==> config.mk <==
export PLATFORM = sky130hd
export DESIGN_NAME = pe_op_sequencer
export DESIGN_NICKNAME = d
export VERILOG_FILES = /design/src/rtl/pe_op_sequencer.sv
export SDC_FILE = /design/constraint.sdc
export NUM_CORES = 2
export LEC_CHECK = 0
export BUFFER_PORTS_ARGS = -buffer_cell sky130_fd_sc_hd__buf_4
export CAP_MARGIN = 20
export CELL_PAD_IN_SITES_DETAIL_PLACEMENT = 1
export CELL_PAD_IN_SITES_GLOBAL_PLACEMENT = 2
export CORE_MARGIN = 2
export CORE_UTILIZATION = 42
export CTS_BUF_LIST = sky130_fd_sc_hd__clkbuf_8 sky130_fd_sc_hd__clkbuf_16
export CTS_CLUSTER_SIZE = 28
export DETAILED_ROUTE_END_ITERATION = 8
export PLACE_DENSITY = 0.91
export SLEW_MARGIN = 20
export SYNTH_ARGS = -nofsm -noshare
export SYNTH_HDL_FRONTEND = slang
export SYNTH_SLANG_ARGS = --single-unit
==> constraint.sdc <==
create_clock -name clk -period 7.1 [get_ports clk]
set_input_delay 1.42 -clock clk [delete_from_list [all_inputs] [get_ports clk]]
set_output_delay 1.42 -clock clk [all_outputs]
set_load 0.02 [all_outputs]
==> src/rtl/pe_op_sequencer.sv <==
// pe_op_sequencer: walks operand memories A/B and opcode memory C one element
// at a time, executes the opcode on the fetched operands and streams one result
// per element over a valid/ready interface. One pass per accepted start.
//
// Ports:
//   clk, rst_n             clock, asynchronous active-low reset
//   start, cfg_len         pass request and element count (0..2^ADDR_W)
//   mem_addr, opc_addr     read addresses to memA/memB and memC
//   memA_in/memB_in/memC_in read data, valid the cycle after the address
//   res_valid/res_ready    result stream handshake
//   res_data/res_idx/res_flags result payload, flags = {illegal, carry, zero}
//   busy, done             pass in progress / pass complete (level)
//   illegal_cnt            saturating count of illegal opcodes this pass
module pe_op_sequencer #(
  parameter int unsigned DATA_W     = 32,
  parameter int unsigned ADDR_W     = 11,
  parameter int unsigned OPC_ADDR_W = 8
) (
  input  logic                  clk,
  input  logic                  rst_n,
  input  logic                  start,
  input  logic [ADDR_W:0]       cfg_len,
  output logic [ADDR_W-1:0]     mem_addr,
  output logic [OPC_ADDR_W-1:0] opc_addr,
  input  logic [DATA_W-1:0]     memA_in,
  input  logic [DATA_W-1:0]     memB_in,
  input  logic [7:0]            memC_in,
  output logic                  res_valid,
  input  logic                  res_ready,
  output logic [DATA_W-1:0]     res_data,
  output logic [ADDR_W-1:0]     res_idx,
  output logic [2:0]            res_flags,
  output logic                  busy,
  output logic                  done,
  output logic [7:0]            illegal_cnt
);

  localparam int unsigned SH_W = $clog2(DATA_W);

  typedef enum logic [2:0] {
    S_IDLE,
    S_ISSUE,
    S_CAPTURE,
    S_OUTPUT,
    S_FINISH
  } state_t;

  state_t            state;
  logic [ADDR_W:0]   len_q;
  logic [ADDR_W-1:0] idx;

  logic [DATA_W:0]   sum_c;
  logic [DATA_W-1:0] alu_res_c;
  logic              alu_carry_c;
  logic              alu_illegal_c;
  logic              last_c;

  // Opcode execution on the operands currently presented by the memories
  always_comb begin
    sum_c         = {1'b0, memA_in} + {1'b0, memB_in};
    alu_res_c     = memA_in;
    alu_carry_c   = 1'b0;
    alu_illegal_c = 1'b0;
    case (memC_in)
      8'd0: begin
        alu_res_c   = sum_c[DATA_W-1:0];
        alu_carry_c = sum_c[DATA_W];
      end
      8'd1: begin
        alu_res_c   = memA_in - memB_in;
        alu_carry_c = (memA_in < memB_in);
      end
      8'd2: alu_res_c = memA_in & memB_in;
      8'd3: alu_res_c = memA_in | memB_in;
      8'd4: alu_res_c = memA_in ^ memB_in;
      8'd5: alu_res_c = memA_in * memB_in;
      8'd6: alu_res_c = memA_in << memB_in[SH_W-1:0];
      8'd7: alu_res_c = memA_in >> memB_in[SH_W-1:0];
      8'd8: alu_res_c = (memA_in > memB_in) ? memA_in : memB_in;
      default: begin
        alu_res_c     = memA_in;
        alu_illegal_c = 1'b1;
      end
    endcase
  end

  // len_q is at least 1 whenever this is consulted, so the subtraction never wraps
  assign last_c = ({1'b0, idx} == (len_q - (ADDR_W+1)'(1)));

  // Sequencer FSM with registered outputs
  always_ff @(posedge clk or negedge rst_n) begin
    if (!rst_n) begin
      state       <= S_IDLE;
      len_q       <= '0;
      idx         <= '0;
      mem_addr    <= '0;
      opc_addr    <= '0;
      res_valid   <= 1'b0;
      res_data    <= '0;
      res_idx     <= '0;
      res_flags   <= '0;
      busy        <= 1'b0;
      done        <= 1'b0;
      illegal_cnt <= '0;
    end else begin
      case (state)
        S_IDLE: begin
          if (start) begin
            len_q       <= cfg_len;
            idx         <= '0;
            illegal_cnt <= '0;
            done        <= 1'b0;
            busy        <= 1'b1;
            state       <= (cfg_len == '0) ? S_FINISH : S_ISSUE;
          end
        end
        S_ISSUE: begin
          mem_addr <= idx;
          opc_addr <= idx[OPC_ADDR_W-1:0];
          state    <= S_CAPTURE;
        end
        S_CAPTURE: begin
          res_data  <= alu_res_c;
          res_idx   <= idx;
          res_flags <= {alu_illegal_c, alu_carry_c, (alu_res_c == '0)};
          res_valid <= 1'b1;
          if (alu_illegal_c && (illegal_cnt != 8'hFF)) begin
            illegal_cnt <= illegal_cnt + 8'd1;
          end
          state <= S_OUTPUT;
        end
        S_OUTPUT: begin
          // Payload is held until the sink takes it
          if (res_ready) begin
            res_valid <= 1'b0;
            if (last_c) begin
              state <= S_FINISH;
            end else begin
              idx   <= idx + ADDR_W'(1);
              state <= S_ISSUE;
            end
          end
        end
        S_FINISH: begin
          busy  <= 1'b0;
          done  <= 1'b1;
          state <= S_IDLE;
        end
        default: state <= S_IDLE;
      endcase
    end
  end

endmodule

# [Yosys cells after proc, flatten, opt, wreduce, memory -nomap -nowiden]
# Index checks and enable logic that the tools add are counted.
[word_totals] input_bits=88 reg_bits=102
[classes] bitwise=3 eq_ne=18 muxes=22 n_shift=2 mul=1 magnitude_cmp=2 addsub=5 reduce_logical=16
[ops] operator="32-bit one-hot mux with 9 select lines" count=1
[ops] operator="32-bit by 32-bit adder with 33-bit output" count=1
[ops] operator="11-bit 2-to-1 mux" count=3
[ops] operator="32-bit bitwise AND" count=1
[ops] operator="8-bit by 3-bit == test with 1-bit output (second input constant)" count=4
[ops] operator="32-bit > comparator" count=1
[ops] operator="32-bit zero test" count=1
[ops] operator="32-bit < comparator" count=1
[ops] operator="32-bit by 32-bit multiplier with 32-bit output" count=1
[ops] operator="32-bit 2-to-1 mux" count=1
[ops] operator="32-bit OR" count=1
[ops] operator="32-bit by 5-bit left shift with 32-bit output" count=1
[ops] operator="32-bit by 5-bit >> shifter with 32-bit output" count=1
[ops] operator="32-bit subtractor" count=1
[ops] operator="32-bit XOR" count=1
[ops] operator="11-bit one-hot mux with 2 select lines" count=1
[ops] operator="8-bit by 2-bit == test with 1-bit output (second input constant)" count=2
[ops] operator="8-bit 2-to-1 mux" count=2
[ops] operator="8-bit one-hot mux with 2 select lines" count=1
[ops] operator="11-bit by 12-bit == test with 1-bit output" count=1
[ops] operator="12-bit zero test" count=1
[ops] operator="3-bit 2-to-1 mux" count=4
[ops] operator="3-bit one-hot mux with 4 select lines" count=1
[ops] operator="12-bit by 1-bit subtractor with 12-bit output (second input constant)" count=1
[ops] operator="other kinds (19)" count=35

# [Longest topological paths before layout]
[logic_depth] depth_word=6 ltp_mapped=38 depth_no_buf=30

# [Worst setup path after synthesis]
# No wires, ideal clock.
[synth_path] path_type="input-to-reg" start="in memB_in[3]" end="reg res_flags[0]" slack_ns=-3.605 path_stages=33 arrival_time_ns=10.613 required_time_ns=7.008 path_buffers=6 setup_time_ns=0.092 path_cell_list="buf_2 -> inv_1 -> buf_1 -> clkbuf_1 -> buf_1 -> clkbuf_1 -> buf_1 -> nor2_1 -> fa_1 -> inv_1 -> fa_1 -> fa_1 -> fa_1 -> inv_1 -> fa_1 -> inv_1 -> fa_1 -> inv_1 -> fa_1 -> fa_1 -> ha_1 -> and2_1 -> a41o_1 -> a311o_1 -> a21o_1 -> a311oi_1 -> o21bai_1 -> and4b_1 -> nor3_1 -> a32oi_1 -> or3_1 -> or4_1 -> o31ai_2"
[synth_between] elab_chain_len=4
[synth_lines] item="start, declared" line="26" text="input logic [DATA_W-1:0] memB_in,"
[synth_lines] item="parallel branches: the longest is 2 deep, another holds 32-bit by 32-bit multiplier with 32-bit output"
[synth_lines] item="32-bit one-hot mux with 9 select lines (*)" line="64" text="case (memC_in)"
[synth_lines] item="32-bit zero test (*)" line="125" text="res_flags <= {alu_illegal_c, alu_carry_c, (alu_res_c == '0)};"
[synth_lines] item="end signal, assigned" line="125"
[synth_lines] item="end, declared" line="32" text="output logic [2:0] res_flags,"
# Every way passes the cells marked *.
# A chain may end at the register's enable or synchronous reset.

# [Worst setup path in the final report]
[layout_path] start="in memA_in[21]" end="reg res_flags[0]"
[layout_between] elab_chain_len=4
[layout_lines] item="start, declared" line="25" text="input logic [DATA_W-1:0] memA_in,"
[layout_lines] item="parallel branches: the longest is 2 deep, another holds 32-bit by 32-bit multiplier with 32-bit output"
[layout_lines] item="32-bit one-hot mux with 9 select lines (*)" line="64"
[layout_lines] item="32-bit zero test (*)" line="125"
# Marks and branches as above.

==> metrics.yaml <==
detailed_routing:
  routedWlPerCell_um: 35.0
  wl_um: 182000
  viasPerCell: 6.79
  first_iter_violations: 5368
  ant_nets: 0
  vias: 35400
  route.detailed.drc: 0
  drt_first_pass_iters: 7
synth:
  ys_async_sr_fraction: 1.00
  synth_edf_count: 0
  yosys_warnings: 0
  synth_xor_area_frac: 0.0363
  syn_nets: 4422
  synth_cell_types: 94
  yosys.area_share.adder: 0.374
  synth-main-ff-cell: "dfrtp_1"
  synth_compound_area_frac: 0.160
  syn-instance-count: 3701
  synthSimpleGateAreaFrac: 0.190
  synthMuxAreaShare: 0.0639
  ys_seq_area_frac: 0.0800
  syn_avg_cell_area_um2: 7.94
  syn_area_um2: 29400
  synth_top_family_by_area: "adder cells"
  ys_ff_latch: 94
timing:
  setup_viol: 25
  finalHoldViolations: 0
  layout_setup_ws_ns: -2.70
  worst_slew_pin_slew_ns: 1.11
  fin_crit_ns: 9.80
  report.final.slew_viol_count: 0
  rsz0062_at_grt: "yes"
  fmax_mhz: 102
  fin_worst_skew_ns: 0.00916
  maxSlewHeadroom: 0.249
  finalCritPeriodShare: 1.38
grt:
  grt_pass1_vias: 36500
  grt.total_usage: 0.467
  grt_pass1_wl_um: 244000
  antenna_found_initial: 24
  grt_overflow_total: 0
  grt_max_degree: 75
clock_tree:
  cts_root_buffer: "clkbuf_16"
  clkTransAtPathRegs_ns: 0.08
  ctsHoldBuffers: 0
  cts_sinks: 94
  htree_levels: 3
  cts_buffers: 9
  clock_path_buffers: 2
  cts_tree: "yes"
  worstSkewPairLatency_ns: 0.35
placement:
  hpwl_um: 126000
  dp_slack_ns: -2.69
  gp_congestion: 1.19
  io_buffers: 163
critical_path:
  path_buf_inv: 7
  cp-end-kind: "flop"
  startpoint_type: "input pin"
  critPathKind: "in -> reg"
  crit_fanout: 4
  critPathSlowestCell: "fa_1"
  max_stage_delay_ns: 0.64
  critPathTopFamily: "adder cells"
  crit_arrival_ns: 10.07
  cpMostUsedCell: "fa_1"
  cp.required_ns: 7.37
die:
  num_rows: 97
  core_um2: 69700
  die_area_um2: 72100
  io-pin-count: 164
  dieWidth_um: 269
  fp.dieH_um: 269
  initial_core_util: 0.422
status:
  violations: "setup timing"
  status: "complete, but fails checks"
layout:
  layout_common_cells: "buf_4 (690), nand2_1 (457), nor2_1 (437)"
  multi_input_area_um2: 25900
  layout_commonest_cell: "buf_4"
  utilization: 0.548
  drive_gt1_frac: 0.285
  fillers: 8318
  regArea_um2: 2350
  nets: 4976
  syn2layout_area_growth_pct: 29.9
worst_hold_path:
  hold_class: "reg -> reg"
flow_run:
  cap_violations: 0
==> path summary, 6_finish.rpt <==
path / start / to / slack (ns) / cells past startpoint
max reg2reg: state[2] / res_flags[0] / 3.28 / 12
min reg2reg: res_idx[5] / res_idx[5] / 0.49 / 2
max in group asynchronous: rst_n / res_idx[6] / 4.89 / 2
min in group asynchronous: rst_n / res_idx[0] / 0.94 / 1
min: res_idx[5] / res_idx[5] / 0.49 / 2
max: memA_in[21] / res_flags[0] / -2.70 / 30
==> flip-flops by register name, summed over array words and instances (netlist names) <==
| register | count |
|---|---|
| res_valid | 1 |
| len_q | 12 |
| res_data | 32 |
| res_flags | 3 |
| state | 3 |
| res_idx | 11 |
| idx | 11 |
| done | 1 |
| mem_addr | 11 |
| illegal_cnt | 8 |
| busy | 1 |
==> Yosys cell counts (all sizes together) (10+ instances only) <==
| library cell | count | area [um^2] |
|---|---|---|
| nor2 | 497 | 1870 |
| inv | 469 | 1760 |
| nand2 | 466 | 1750 |
| fa | 410 | 8210 |
| ha | 223 | 2790 |
| clkbuf | 168 | 631 |
| a21oi | 162 | 826 |
| o21ai | 157 | 786 |
| dfrtp | 94 | 2350 |
| xnor2 | 85 | 744 |
| buf | 82 | 398 |
| mux2i | 65 | 651 |
| nor3 | 62 | 310 |
| nand3 | 61 | 305 |
| mux2 | 39 | 439 |
| o211ai | 38 | 285 |
| xor2 | 37 | 324 |
| mux4 | 35 | 788 |
| nand2b | 34 | 213 |
| a211oi | 33 | 258 |
| a221oi | 30 | 269 |
| a21o | 29 | 218 |
| nor4 | 28 | 181 |
| o22ai | 27 | 169 |
| and3 | 19 | 119 |
| a31oi | 18 | 113 |
| nand4 | 17 | 106 |
| and2 | 15 | 93.8 |
| nor2b | 14 | 87.6 |
| o21bai | 14 | 105 |
| o31ai | 14 | 110 |
| a211o | 13 | 114 |
| a2bb2oi | 13 | 114 |
| or3 | 13 | 81.3 |
| a2111oi | 12 | 113 |
| or4 | 12 | 90.1 |
| o21a | 11 | 82.6 |
| o311ai | 11 | 96.3 |
| or2 | 11 | 68.8 |
| a22oi | 10 | 75.1 |
| clkinv | 10 | 37.5 |
| nor3b | 10 | 75.1 |
==> per-layer routing <==
| metal | vias up | GRT usage | part of all wire |
|---|---|---|---|
| met5 | - | 0.000676 | 0.0030 |
| met4 | 28 | 0.367 | 0.11 |
| met3 | 1385 | 0.183 | 0.16 |
| li1 | 13400 | - | - |
| met2 | 3281 | 0.693 | 0.41 |
| met1 | 17300 | 0.537 | 0.32 |
==> tightest hold or removal path: cells and delay by family, from the launching register on <==
kind / cells / cell delay [ns]
simple gates: 2 / 0.10
flops: 1 / 0.35
==> layout make-up <==
class                      instances  share of cell area
inverter                         479              0.0487
tap                              940              0.0308
clock inverter                     7             0.00265
timing repair buffer             793               0.172
antenna                           12            0.000786
clock buffer                       9             0.00590
sequential                        94              0.0616
multi-input combinational       2878               0.678
==> kinds of logic (layout without fill, tap and decap cells) <==
group                      count (synthesis)  in the layout
other                                      0             12
buffers and inverters                    729           1288
DFF                                       94             94
and+or+nand+nor                         1286           1286
muxes                                    139            139
AOI/OAI and AO/OA                        698            698
adders and majority gates                633            633
xor gates and xnor gates                 122            122
==> what timing repair did <==
item / 4_1_cts / 5_1_grt
buffers inserted: 58 / 35
pin swaps: 110 / 95
endpoints found under the setup margin: 25 / 26
gates resized for setup: 320 / 124
==> per-stage QoR <==
stage	instance area (um^2)	setup TNS [ns]	cells	hold slack, ns
detailed placement	35300	-39.58	5102	0.470
global placement	35300	-34.42	5102	0.465
floorplan	29900	-24.75	3701	0.468
global route	38200	-38.83	5202	0.513
finish	38200	-38.23	5212	0.485
CTS	37400	-21.87	5171	0.488
Power is not shown: default switching activity piles up to over one toggle a cycle in this logic, so the estimate is an artifact.
